[config.mk]
export PLATFORM = sky130hd
export DESIGN_NAME = seq_110011_moore
export DESIGN_NICKNAME = d
export VERILOG_FILES = /design/src/rtl/seq_110011_moore.sv
export SDC_FILE = /design/constraint.sdc
export NUM_CORES = 1
export LEC_CHECK = 0
export CAP_MARGIN = 20
export CORE_AREA = 2 2 39 41
export CTS_BUF_LIST = sky130_fd_sc_hd__clkbuf_4
export CTS_CLUSTER_SIZE = 12
export DETAILED_ROUTE_END_ITERATION = 16
export DIE_AREA = 0 0 41 43
export PLACE_DENSITY = 0.37
export SETUP_SLACK_MARGIN = 0.15
export SLEW_MARGIN = 20
export SYNTH_ARGS = -nofsm -noshare
export SYNTH_HDL_FRONTEND = slang
export SYNTH_SLANG_ARGS = --single-unit
[constraint.sdc]
create_clock -name clk -period 1.4 [get_ports clk]
set_clock_uncertainty 0.15 [all_clocks]
set_input_delay 0.14 -clock clk [delete_from_list [all_inputs] [get_ports clk]]
set_output_delay 0.14 -clock clk [all_outputs]
set_load 0.1 [all_outputs]
[src/rtl/seq_110011_moore.sv]
// seq_110011_moore: Moore detector for serial pattern 1-1-0-0-1-1.
// Ports: clk, reset (sync, active-high), x (serial in), z (detect flag).
// Option: define SEQ_NONOVERLAP_EN to stop bits of a match being reused.
module seq_110011_moore (
   input  logic clk,
   input  logic reset,
   input  logic x,
   output logic z
);

   typedef enum logic [2:0] {
      S0 = 3'd0,
      S1 = 3'd1,
      S2 = 3'd2,
      S3 = 3'd3,
      S4 = 3'd4,
      S5 = 3'd5,
      S6 = 3'd6
   } state_t;

   state_t state_q, state_d;
   logic   z_q, z_d;

   always_comb begin
      state_d = S0;
      case (state_q)
         S0: state_d = x ? S1 : S0;
         S1: state_d = x ? S2 : S0;
         S2: state_d = x ? S2 : S3;
         S3: state_d = x ? S1 : S4;
         S4: state_d = x ? S5 : S0;
         S5: state_d = x ? S6 : S0;
`ifdef SEQ_NONOVERLAP_EN
         // A completed match is consumed whole.
         S6: state_d = x ? S1 : S0;
`else
         // Trailing "11" of a match is the head of the next.
         S6: state_d = x ? S2 : S3;
`endif
         // Encoding 7 is unreachable; recover to idle.
         default: state_d = S0;
      endcase
      if (reset) begin
         state_d = S0;
      end
   end

   // z registered alongside the state so it always equals (state_q == S6).
   always_comb begin
      z_d = (state_d == S6);
   end

   always_ff @(posedge clk) begin
      state_q <= state_d;
      z_q     <= z_d;
   end

   assign z = z_q;

endmodule

==> reports/results.ini <==
[run_status]
status=complete, no violations

[logic_synthesis]
synth.cell_area_sq_um=168.9
synthMuxAreaShare_pct=0
synth_xor_area_share_pct=0
synthAdderAreaFrac_pct=0
synth_largest_area_cell=dfxtp_1
yosysSeqAreaShare_pct=47.41
synth_compound_area_share_pct=9.630
ys_ff_latch=4
syn_nets=19
synth_top_area_share_pct=47.41
ys_top_cells_by_area=dfxtp_1 47%, nand4b_1 10%, or3b_1 10%, nand3b_1 8.9%, nand4bb_1 6.7%
ys_types=9
postSynthAreaPerCell_sq_um=10.56
synth-simple-area-share_pct=42.96
synth_cells=16
synth_top_family_by_area=simple AND/OR/NAND/NOR gates
yosys_warnings=0

[finish]
layout-drive-gt1-share_pct=21.74
fin_nets=28
multiInputGateArea_sq_um=88.84
fillers=157
layout_common_cells=4 x dfxtp_1, 3 x clkbuf_4
areaGrowthSynthToFinish_pct=53.33
seq_area_sq_um=80.08
diodes=0
final_common_cell=dfxtp_1

[pwr]
leakage_nw=0.08501
powerDensity_nw_per_um2=1108
vdd_drop_max_v=0.0002170

[setup_path]
crit_family=flip-flops
critPathLaunchType=flop
critPathMaxStageDelay_ns=0.42
cp_cell_sequence=or3b_1 -> a31oi_1
slowest_stage=dfxtp_1
crit_fanout=8
end_kind=flop
cp.required_ns=1.41
path_class=flop to flop
worstPathArrival_ns=1.16
critical_path_buf_inv_count=0

[placement]
place.gp.congestion=0.6099
numPortBuffers=3

[sta]
finalMaxSlewViolations=0
hold_viol_final=0
finalCritPeriodShare_pct=82.20
fmaxAchievable_ghz=0.8690
slew_headroom_pct=85.78
rsz0062_at_grt=false
tns_ns=0
holdWs_ns=0.3579
setup_viol=0
fin_crit_ns=1.151
max_slew.worst_pin.slew_ns=0.2129

[detailed_routing]
via_count=162
wire_per_inst_um=9.872
routed_via_density=4.154
dr.first_iter.drc_count=3
drcViolationCount=0
dr.pass1.iters=3
ant_nets=0
routed_wl_um=385

[clock_tree]
numCtsBuffers=3
path_clk_slew_ns=0.04
cts-hold-fix-buffers=0
ctsLongestPathBuffers=2
clk-insertion-delay-late_ns=0.23
cts_tree=done
h-tree-depth=1
post_cts_buffers=0
cts-resized-gates=0
ctsRootBufferMaster=clkbuf_4
cts_sinks=4

[grt]
grtUsageTotal_pct=6.820
antenna_found_initial=0
overflow=0
grt_pass1_wl_um=710
grt_max_degree=9
grt_pass1_vias=197

[hold_path]
min_path_type=flop to flop

[job]
cap_violations=0

[floorplan]
die_h_um=43
rows=14
ios=4
die_w_um=41
core_sq_um=1384
dieArea_sq_um=1763
initial_core_util_pct=12.21

[state kept, by name, indices dropped and copies added, names as in the netlist]
signal and count:
state_q 3, z 1
[worst reg2reg max path, delay by kind of cell (launching register included)]
kind	cells	cell delay, ns
DFF	1	0.42
and+or+nand+nor	1	0.36
AOI/OAI and AO/OA	1	0.15
[cells in the mapped netlist]
master / number
nand4b_1: 2
nand4bb_1: 1
a31oi_1: 1
a21oi_1: 2
or2b_1: 1
dfxtp_1: 4
nor2_1: 1
or3b_1: 2
nand3b_1: 2
[worst paths after layout]
check                                 from         end  slack [ns]  cells after the start
worst min register to register  state_q[2]           z        0.36                      2
worst max register to register  state_q[1]  state_q[0]        0.25                      2
worst max-delay path            state_q[1]  state_q[0]        0.25                      2
worst min-delay path            state_q[2]           z        0.36                      2
[routing by layer]
layer,routed length [um],global-route usage (%),part of all wire [%]
met5,0,0,0
met4,14,10.00,3.6
met3,13,3.141,3.4
met2,241,10.31,63
met1,116,4.487,30
[logic make-up (layout without fill, tap and decap cells)]
kind of cell | Yosys count | after routing
compound gates | 3 | 3
buf+inv | 0 | 7
flops | 4 | 4
simple gates | 9 | 9
[through the flow]
step | instances | setup WS [ns] | utilization (%) | power, W | cell area (sq um)
2_1_floorplan | 16 | 0.2010 | - | 0.0001338 | 168.9
3_3_place_gp | 36 | 0.1006 | 17.09 | 0.0001462 | 236.5
3_5_place_dp | 36 | 0.07657 | 17.09 | 0.0001477 | 236.5
4_1_cts | 39 | 0.2596 | 18.72 | 0.0002934 | 259.0
5_1_grt | 39 | 0.1596 | 18.72 | 0.0003020 | 259.0
6_report | 39 | 0.2492 | 18.72 | 0.0002870 | 259.0
[layout make-up]
| type | count | share of cell area, % |
|---|---|---|
| clock buffer | 3 | 8.696 |
| multi-input combinational | 12 | 34.30 |
| sequential | 4 | 30.92 |
| tap | 16 | 7.729 |
| timing repair buffer | 4 | 18.36 |
[where the power goes]
part	leakage [nW]	switching, W	internal [W]
Clock	0.0138	0.0000451	0.0000958
Sequential	0.0325	0.00000663	0.000119
Combinational	0.0387	0.00000702	0.0000137
Power figures use the tool's default switching activity.
